**src/rtl/ps2_pkg.sv**
```systemverilog
// Shared types and constants for the PS/2 set-2 key decoder: prefix FSM states,
// prefix bytes, codes with special meaning and the event word stored in the FIFO.
package ps2_pkg;

  typedef enum logic [1:0] {
    ST_IDLE,
    ST_E0,
    ST_F0,
    ST_E0F0
  } state_t;

  localparam logic [7:0] PREFIX_EXT  = 8'hE0;
  localparam logic [7:0] PREFIX_BRK  = 8'hF0;

  localparam logic [7:0] CODE_LSHIFT = 8'h12;
  localparam logic [7:0] CODE_RSHIFT = 8'h59;
  localparam logic [7:0] CODE_CAPS   = 8'h58;
  localparam logic [7:0] CODE_SPACE  = 8'h29;
  localparam logic [7:0] CODE_ENTER  = 8'h5A;

  // Keyboard status/ack bytes that carry no key meaning when no prefix is pending.
  localparam logic [7:0] CODE_BAT_OK = 8'hAA;
  localparam logic [7:0] CODE_ACK    = 8'hFA;
  localparam logic [7:0] CODE_RESEND = 8'hFE;
  localparam logic [7:0] CODE_ECHO   = 8'hEE;
  localparam logic [7:0] CODE_PAUSE  = 8'hE1;

  typedef struct packed {
    logic       ext;
    logic       brk;
    logic [7:0] code;
    logic [7:0] ascii;
  } event_t;

  function automatic logic is_special(input logic [7:0] b);
    return (b == CODE_BAT_OK) || (b == CODE_ACK) || (b == CODE_RESEND) ||
           (b == CODE_ECHO) || (b == CODE_PAUSE) || (b == 8'h00);
  endfunction

endpackage

```
**src/rtl/ps2_ascii_lut.sv**
```systemverilog
// Combinational set-2 scan code to ASCII map for make events: letters, digits,
// space and enter; everything else maps to 0x00.
module ps2_ascii_lut
  import ps2_pkg::*;
(
  input  logic [7:0] code,
  input  logic       ext,
  input  logic       upper,
  output logic [7:0] ascii
);

  logic       letter_hit;
  logic [4:0] letter_idx;
  logic       digit_hit;
  logic [3:0] digit_val;

  always_comb begin
    letter_hit = 1'b1;
    letter_idx = 5'd0;
    case (code)
      8'h1C: letter_idx = 5'd0;   8'h32: letter_idx = 5'd1;
      8'h21: letter_idx = 5'd2;   8'h23: letter_idx = 5'd3;
      8'h24: letter_idx = 5'd4;   8'h2B: letter_idx = 5'd5;
      8'h34: letter_idx = 5'd6;   8'h33: letter_idx = 5'd7;
      8'h43: letter_idx = 5'd8;   8'h3B: letter_idx = 5'd9;
      8'h42: letter_idx = 5'd10;  8'h4B: letter_idx = 5'd11;
      8'h3A: letter_idx = 5'd12;  8'h31: letter_idx = 5'd13;
      8'h44: letter_idx = 5'd14;  8'h4D: letter_idx = 5'd15;
      8'h15: letter_idx = 5'd16;  8'h2D: letter_idx = 5'd17;
      8'h1B: letter_idx = 5'd18;  8'h2C: letter_idx = 5'd19;
      8'h3C: letter_idx = 5'd20;  8'h2A: letter_idx = 5'd21;
      8'h1D: letter_idx = 5'd22;  8'h22: letter_idx = 5'd23;
      8'h35: letter_idx = 5'd24;  8'h1A: letter_idx = 5'd25;
      default: letter_hit = 1'b0;
    endcase
  end

  always_comb begin
    digit_hit = 1'b1;
    digit_val = 4'd0;
    case (code)
      8'h45: digit_val = 4'd0;  8'h16: digit_val = 4'd1;
      8'h1E: digit_val = 4'd2;  8'h26: digit_val = 4'd3;
      8'h25: digit_val = 4'd4;  8'h2E: digit_val = 4'd5;
      8'h36: digit_val = 4'd6;  8'h3D: digit_val = 4'd7;
      8'h3E: digit_val = 4'd8;  8'h46: digit_val = 4'd9;
      default: digit_hit = 1'b0;
    endcase
  end

  // Only keypad enter has a meaning among extended codes.
  always_comb begin
    ascii = 8'h00;
    if (ext) begin
      ascii = (code == CODE_ENTER) ? 8'h0D : 8'h00;
    end else if (letter_hit) begin
      ascii = (upper ? 8'h41 : 8'h61) + {3'b000, letter_idx};
    end else if (digit_hit) begin
      ascii = 8'h30 + {4'b0000, digit_val};
    end else if (code == CODE_SPACE) begin
      ascii = 8'h20;
    end else if (code == CODE_ENTER) begin
      ascii = 8'h0D;
    end
  end

endmodule

```
**src/rtl/ps2_key_decoder.sv**
```systemverilog
// PS/2 set-2 byte stream to key events: prefix FSM, shift/caps tracking, ASCII
// lookup and an event FIFO. Consumer handshake: a pop happens on any cycle with
// ev_ready=1 and ev_valid=1; ev_* show the head and advance after that edge.
module ps2_key_decoder
  import ps2_pkg::*;
#(
  parameter int FIFO_DEPTH = 8
) (
  input  logic       clk,
  input  logic       rst,
  input  logic [7:0] data_in,
  input  logic       ev_ready,
  output logic       ev_valid,
  output logic [7:0] ev_code,
  output logic       ev_ext,
  output logic       ev_break,
  output logic [7:0] ev_ascii,
  output logic [7:0] leds,
  output logic       overflow
);

  localparam int AW = $clog2(FIFO_DEPTH);
  localparam int CW = AW + 1;

  state_t     state, next_state;
  logic       byte_hit, emit, cur_ext, cur_brk, upper;
  logic [7:0] lut_ascii;
  event_t     new_ev, pend_ev, head;
  logic       pend_valid;
  logic       lshift, rshift, caps, caps_held;

  event_t          mem [FIFO_DEPTH];
  logic [AW-1:0]   wr_ptr, rd_ptr;
  logic [CW-1:0]   count;
  logic            full, pop, push_ok;

  assign byte_hit = (data_in != 8'h00);
  assign cur_ext  = (state == ST_E0) || (state == ST_E0F0);
  assign cur_brk  = (state == ST_F0) || (state == ST_E0F0);
  assign upper    = (lshift | rshift) ^ caps;

  always_comb begin
    next_state = state;
    emit       = 1'b0;
    if (byte_hit) begin
      if (data_in == PREFIX_EXT) begin
        next_state = ST_E0;
      end else if (data_in == PREFIX_BRK && state != ST_E0F0) begin
        next_state = (state == ST_E0) ? ST_E0F0 : ST_F0;
      end else if (state == ST_IDLE && is_special(data_in)) begin
        next_state = ST_IDLE;
      end else begin
        emit       = 1'b1;
        next_state = ST_IDLE;
      end
    end
  end

  ps2_ascii_lut u_lut (
    .code  (data_in),
    .ext   (cur_ext),
    .upper (upper),
    .ascii (lut_ascii)
  );

  always_comb begin
    new_ev.ext   = cur_ext;
    new_ev.brk   = cur_brk;
    new_ev.code  = data_in;
    new_ev.ascii = cur_brk ? 8'h00 : lut_ascii;
  end

  always_ff @(posedge clk or posedge rst) begin
    if (rst) begin
      state      <= ST_IDLE;
      pend_valid <= 1'b0;
      pend_ev    <= '0;
      lshift     <= 1'b0;
      rshift     <= 1'b0;
      caps       <= 1'b0;
      caps_held  <= 1'b0;
    end else begin
      state      <= next_state;
      pend_valid <= emit;
      if (emit) pend_ev <= new_ev;
      if (emit && !cur_ext) begin
        if (data_in == CODE_LSHIFT) lshift <= !cur_brk;
        if (data_in == CODE_RSHIFT) rshift <= !cur_brk;
        // caps_held masks typematic repeats so only the first make toggles.
        if (data_in == CODE_CAPS) begin
          if (!cur_brk) begin
            if (!caps_held) caps <= !caps;
            caps_held <= 1'b1;
          end else begin
            caps_held <= 1'b0;
          end
        end
      end
    end
  end

  assign full    = (count == CW'(FIFO_DEPTH));
  assign pop     = ev_ready && (count != '0);
  assign push_ok = pend_valid && (!full || pop);

  always_ff @(posedge clk or posedge rst) begin
    if (rst) begin
      wr_ptr   <= '0;
      rd_ptr   <= '0;
      count    <= '0;
      overflow <= 1'b0;
      leds     <= 8'h00;
    end else begin
      if (push_ok) wr_ptr <= wr_ptr + AW'(1);
      if (pop)     rd_ptr <= rd_ptr + AW'(1);
      case ({push_ok, pop})
        2'b10:   count <= count + CW'(1);
        2'b01:   count <= count - CW'(1);
        default: count <= count;
      endcase
      if (pend_valid && full && !pop) overflow <= 1'b1;
      if (pend_valid && !pend_ev.brk && pend_ev.ascii != 8'h00) leds <= pend_ev.ascii;
    end
  end

  always_ff @(posedge clk) begin
    if (push_ok) mem[wr_ptr] <= pend_ev;
  end

  assign head     = mem[rd_ptr];
  assign ev_valid = (count != '0);
  assign ev_code  = ev_valid ? head.code  : 8'h00;
  assign ev_ascii = ev_valid ? head.ascii : 8'h00;
  assign ev_ext   = ev_valid && head.ext;
  assign ev_break = ev_valid && head.brk;

endmodule

```
**config.mk**
```make
export PLATFORM = sky130hd
export DESIGN_NAME = ps2_key_decoder
export DESIGN_NICKNAME = d
export VERILOG_FILES = /design/src/rtl/ps2_pkg.sv /design/src/rtl/ps2_ascii_lut.sv /design/src/rtl/ps2_key_decoder.sv
export SDC_FILE = /design/constraint.sdc
export NUM_CORES = 1
export LEC_CHECK = 0
export CAP_MARGIN = 20
export CORE_MARGIN = 1.5
export CORE_UTILIZATION = 40
export DETAILED_ROUTE_END_ITERATION = 6
export MAX_ROUTING_LAYER = met4
export PLACE_DENSITY = 0.61
export SETUP_SLACK_MARGIN = 0.2
export SLEW_MARGIN = 10
export SYNTH_ARGS = -nofsm -noshare
export SYNTH_HDL_FRONTEND = slang
export SYNTH_SLANG_ARGS = --single-unit
```
**constraint.sdc**
```tcl
create_clock -name clk -period 4.2 [get_ports clk]
set_clock_uncertainty 0.2 [all_clocks]
set_input_delay 0.42 -clock clk [delete_from_list [all_inputs] [get_ports clk]]
set_output_delay 0.42 -clock clk [all_outputs]
set_load 0.02 [all_outputs]
```
; ---- Word level (Yosys, flattened, before mapping)
; Memories as Yosys holds them, arrays and structs flattened.
; Cells that the tools add are included.
; W data, S select, Z words.
[totals]
register_bits = 44
ram_bits = 144
in_bits = 11
output_inout_bits = 28
wordCells = 142
mem_count = 1
[op_classes]
n_addsub = 6
eq_ne = 55
mux = 24
bitwise = 4
n_reduce_logical = 37
[mem_list]
columns = name, depth, width, read_ports, rd_clocked_by_memory_dff, wr, line_no
row1 = mem, 8, 18, 1, 0, 1, ps2_key_decoder.sv:32  ; event_t mem [FIFO_DEPTH];
[ops]
columns = op, count
row1 = $eq A8 B6 Y1 const B, 23
row2 = $pmux W5 S25, 1
row3 = $eq A8 B7 Y1 const B, 10
row4 = $eq A8 B5 Y1 const B, 8
row5 = $eq A8 B8 Y1 const B, 7
row6 = $mux W8, 7
row7 = $pmux W4 S9, 1
row8 = $reduce_or A26 Y1, 1
row9 = $reduce_bool A8 Y1, 2
row10 = $logic_and A1 B1 Y1, 11
row11 = $mux W1, 10
row12 = $reduce_or A10 Y1, 1
row13 = $add A8 B5 Y8, 1
row14 = $logic_not A8 Y1, 1
row15 = $logic_or A1 B1 Y1, 8
row16 = $pmux W4 S2, 1
row17 = $add A6 B4 Y7 const A, 1
row18 = $add A3 B1 Y3 const B, 2
row19 = $eq A2 B2 Y1 const B, 3
row20 = $logic_not A1 Y1, 6
row21 = $mux W6, 1
row22 = $reduce_and A2 Y1, 3
row23 = $add A4 B1 Y4 const B, 1
row24 = $eq A2 B1 Y1 const B, 2
row25 = other kinds (12), 14

; ---- Longest topological paths before layout
[depth]
depth_word = 13
mapped_depth = 11

; ---- Hierarchy
; A second synthesis with hierarchy kept.
[unflattened]
hier_cells = 550
hier_area_um2 = 8454.4
[by_module_without_submodules]
columns = module, n_inst, cells_each, area_per_inst_um2
row1 = ps2_key_decoder, 1, 416, 7603.5
row2 = ps2_ascii_lut, 1, 134, 850.8

; ---- Worst setup path after synthesis
; OpenSTA, ideal clock, no wires.
[synth_timing]
path_type = reg2reg
from = register count[0]
to = memory mem[0][0] (netlist bit) (enable)
setup_time_ns = 0.416
arrival_time_ns = 2.135
slack_ns = 1.449
stages_incl_launch_ff = 6
n_path_buf = 0
period_less_slack_ns = 2.751
cell_sequence = dfrtp_1 > nor3_1 > nand3b_1 > and2_1 > nand2b_1 > nor3_1
[synth_via]
elab_chain_cells = 6
elab_cells_between_ends = 8
cone_classes = 1 x eq/ne / 2 x mux / 5 x reduce/logical
[synth_lines]
columns = item, line_no
row1 = start: declaration, ps2_key_decoder.sv:34  ; logic [CW-1:0] count;
row2 = start signal: assignment, ps2_key_decoder.sv:117  ; 2'b10: count <= count + CW'(1);
row3 = start signal: assignment, ps2_key_decoder.sv:118  ; 2'b01: count <= count - CW'(1);
row4 = start signal: assignment, ps2_key_decoder.sv:119  ; default: count <= count;
row5 = $eq A4 B4 Y1 / $reduce_bool A4 Y1 (equally long branches), "ps2_key_decoder.sv:102, ps2_key_decoder.sv:103"
row6 = $logic_not A1 Y1 / $logic_and A1 B1 Y1 (equally long branches), "ps2_key_decoder.sv:104, ps2_key_decoder.sv:103"
row7 = $logic_or A1 B1 Y1 *, ps2_key_decoder.sv:104  ; assign push_ok = pend_valid && (!full || pop);
row8 = $logic_and A1 B1 Y1 *, ps2_key_decoder.sv:104
row9 = $mux W1 *, ps2_key_decoder.sv:127  ; if (push_ok) mem[wr_ptr] <= pend_ev;
row10 = $mux W1 (not written as such) *, ps2_key_decoder.sv:127
row11 = end: declaration, ps2_key_decoder.sv:32
; Mark *: on every way between the ends. The rest lies on a longest branch, timed or not.

; ---- Worst setup path in the final report
[layout_timing]
from = register rd_ptr[0]
to = output port ev_ascii[1]
[layout_via]
elab_chain_cells = 2
[layout_lines]
columns = item, line_no
row1 = start: declaration, ps2_key_decoder.sv:33  ; logic [AW-1:0] wr_ptr, rd_ptr;
row2 = start signal: assignment, ps2_key_decoder.sv:115  ; if (pop) rd_ptr <= rd_ptr + AW'(1);
row3 = $mem_v2 Z8 W18, --
row4 = $mux W8, ps2_key_decoder.sv:133  ; assign ev_ascii = ev_valid ? head.ascii : 8'h00;
row5 = end: declaration, ps2_key_decoder.sv:17  ; output logic [7:0] ev_ascii,
; Every way passes these cells.

==> flow_metrics.env <==
export IMPL_clockBufferDepth=2
export IMPL_synth_cell_types=70
export IMPL_core_area_um2=21000
export IMPL_dp_slack_ns=0.851
export IMPL_drv_slew=0
export IMPL_wl_per_cell_um=19.9
export IMPL_max_slew_margin_pct=28.7
export IMPL_finalHoldViolCount=0
export IMPL_syn2layout_area_growth_pct=15.0
export IMPL_antenna_left=0
export IMPL_grt_pass1_vias=5174
export IMPL_cts_resized=0
export IMPL_ys_seq_area_share_pct=63.4
export IMPL_fin_crit_sh_pct=80.7
export IMPL_syn_nets=579
export IMPL_ys_ff_latch=188
export IMPL_drtIter0Drc=400
export IMPL_dp_cells=862
export IMPL_worst_slew_pin_slew_ns=1.07
export IMPL_overflow=0
export IMPL_post_drt_via_cell_ratio=5.55
export IMPL_path_clk_slew_ns=0.07
export IMPL_hp_class="in2async"
export IMPL_cts_buffers=17
export IMPL_grt_max_degree=45
export IMPL_cp_max_fo=24
export IMPL_rows=53
export IMPL_via_count=4966
export IMPL_r2r_cells=10
export IMPL_dr_wl_met3_um=588
export IMPL_antenna_found_initial=0
export IMPL_routed_wl_um=17800
export IMPL_required_ns=3.58
export IMPL_route_met2_wl_um=9090
export IMPL_power_leakage_uw=0.00355
export IMPL_grt_pass1_wl_um=28400
export IMPL_setup_ws_ns=0.810
export IMPL_initial_core_util_pct=40.7
export IMPL_drt_pre_antenna_iters=5
export IMPL_io_pins=39
export IMPL_drive_gt1_share_pct=20.2
export IMPL_syn_inst=561
export IMPL_stdcell_count=894
export IMPL_die_area_um2=22300
export IMPL_dieWidth_um=149
export IMPL_syn_area_um2=8560
export IMPL_timing_fmax_ghz=0.295
export IMPL_fin_hold_ws_ns=0.301
export IMPL_startpoint="rd_ptr[0]"
export IMPL_highest_layer="met4"
export IMPL_postCtsHoldBufs=0
export IMPL_finalSetupViolCount=0
export IMPL_cts_tree="built"
export IMPL_io_buffers=38
export IMPL_post_synth_cell_area_avg_um2=15.3
export IMPL_drc=0
export IMPL_outcome="finished, final reports clean"
export IMPL_postCtsSetupRepairBufs=0
export IMPL_insertion_delay_ns=0.43
export IMPL_synth_edff_count=144
export IMPL_n_fill_cell=1828
export IMPL_fp_dieH_um=149
export IMPL_r2r_end="count[3]"
export IMPL_nets=624
export IMPL_start_kind="register"
export IMPL_htreeDepth=4
export IMPL_wl_met1_um=7760
export IMPL_grt_use_total_pct=17.5
export IMPL_finalCriticalPeriod_ns=3.39
export IMPL_rsz0062_at_grt="no"
export IMPL_dp_hpwl_um=11600
export IMPL_worstSetupPathType="reg2out"
export IMPL_fin_util_pct=46.8
export IMPL_peakVddDrop_mv=0.289
export IMPL_clock_sinks=188
export IMPL_root_buffer="clkbuf_16"
export IMPL_finalSetupTns_ns=0
export IMPL_synth_ff_type="edfxtp_1"
export IMPL_yosysWarnings=0
export IMPL_maxCapViolations=0
export IMPL_r2r_slack_ns=1.42
export IMPL_diodes=0
export IMPL_synthArstFlopShare_pct=23.4
export IMPL_gp_congestion=0.882
export IMPL_p_per_area_nw_per_um2=659
export IMPL_rr_startpoint="count[0]"
export IMPL_setup_worst_path_end_class="output pin"
export IMPL_arrival_ns=2.77
-- power by group --
| group | total, uW | internal [uW] | switching (uW) | leakage [uW] |
|---|---|---|---|---|
| Combinational | 2250 | 1090 | 1160 | 0.00137 |
| Sequential | 2770 | 2510 | 252 | 0.00190 |
| Clock | 1480 | 813 | 662 | 0.000279 |
-- worst max-delay path: stages (launching register included) --
cell and delay, ns:
dfrtp_2 0.70, buf_12 0.30, mux4_2 0.52, mux2i_1 0.21, nor2_1 0.07, clkdlybuf4s50_1 0.54
-- cell families after synthesis --
family	synth area share [%]
AND/OR/NAND/NOR	10.4
multiplexers	14.7
buffers and inverters	3.10
AO/OA/AOI/OAI	5.97
XOR/XNOR	1.33
adder cells (fa/ha/maj)	1.11
flip-flops	63.4
-- sequential cells by signal, indices dropped and copies added, names as in the netlist --
signal and cells:
mem 144, pend_ev 18, leds 8, count 4, rd_ptr 3, wr_ptr 3
state 2, caps 1, caps_held 1, lshift 1, overflow 1, pend_valid 1
rshift 1
-- worst max-delay path by stage --
stage | endpoint | slack, ns | depth (start not counted)
after global routing | ev_ascii[7] | 0.61 | 5
final | ev_ascii[1] | 0.81 | 5
after global placement | pend_ev[4] | 0.80 | 11
after CTS | ev_code[1] | 0.71 | 5
after detailed placement | pend_ev[4] | 0.85 | 10
after floorplan | mem[0][0] | 1.45 | 5
-- cell usage after synthesis (8+ instances only) --
master	n	area, um2
a21oi_1	8	40.0
buf_2	15	75.1
clkbuf_1	10	37.5
dfrtp_1	44	1100
edfxtp_1	144	4320
inv_1	15	56.3
mux2_2	14	158
mux2i_1	22	220
mux4_2	36	811
nand2_1	32	120
nand2b_1	10	62.6
nand3_1	8	40.0
nor2_1	38	143
nor3_1	9	45.0
o21ai_0	11	55.1
-- routing by layer --
layer / GRT usage [%] / vias to the layer above
li1: - / 2273
met1: 22.0 / 2558
met2: 28.7 / 107
met3: 2.87 / 28
met4: 6.29 / 0
met5: - / -
-- metrics by stage --
step | total power [uW] | instance area (um2)
2_1_floorplan | 4190 | 8560
3_3_place_gp | 5050 | 9290
3_5_place_dp | 5120 | 9290
4_1_cts | 6590 | 9840
5_1_grt | 6820 | 9840
6_report | 6490 | 9840
-- placed cells by master, fill, tap and decap left out, types with 7 or more instances in the layout --
master / n
nor2_1: 38
a21oi_1: 8
mux2i_1: 22
mux4_2: 36
nand3_1: 8
nand2_1: 32
xor2_1: 7
clkdlybuf4s50_1: 38
dfrtp_1: 43
nor3_1: 7
mux2_2: 14
edfxtp_1: 144
buf_4: 23
inv_1: 14
o21ai_0: 11
clkbuf_16: 18
nand2b_1: 10
nor2b_1: 7
-- area by class of cell --
class | instances | area (um2) | share of cell area (%)
Clock inverter | 12 | 86.3 | 0.877
Sequential cell | 188 | 5430 | 55.1
Multi-Input combinational cell | 321 | 2880 | 29.3
Timing Repair Buffer | 62 | 573 | 5.82
Clock buffer | 20 | 469 | 4.77
Tap cell | 275 | 344 | 3.50
Inverter | 16 | 60.1 | 0.610
Power figures use the tool's default switching activity.
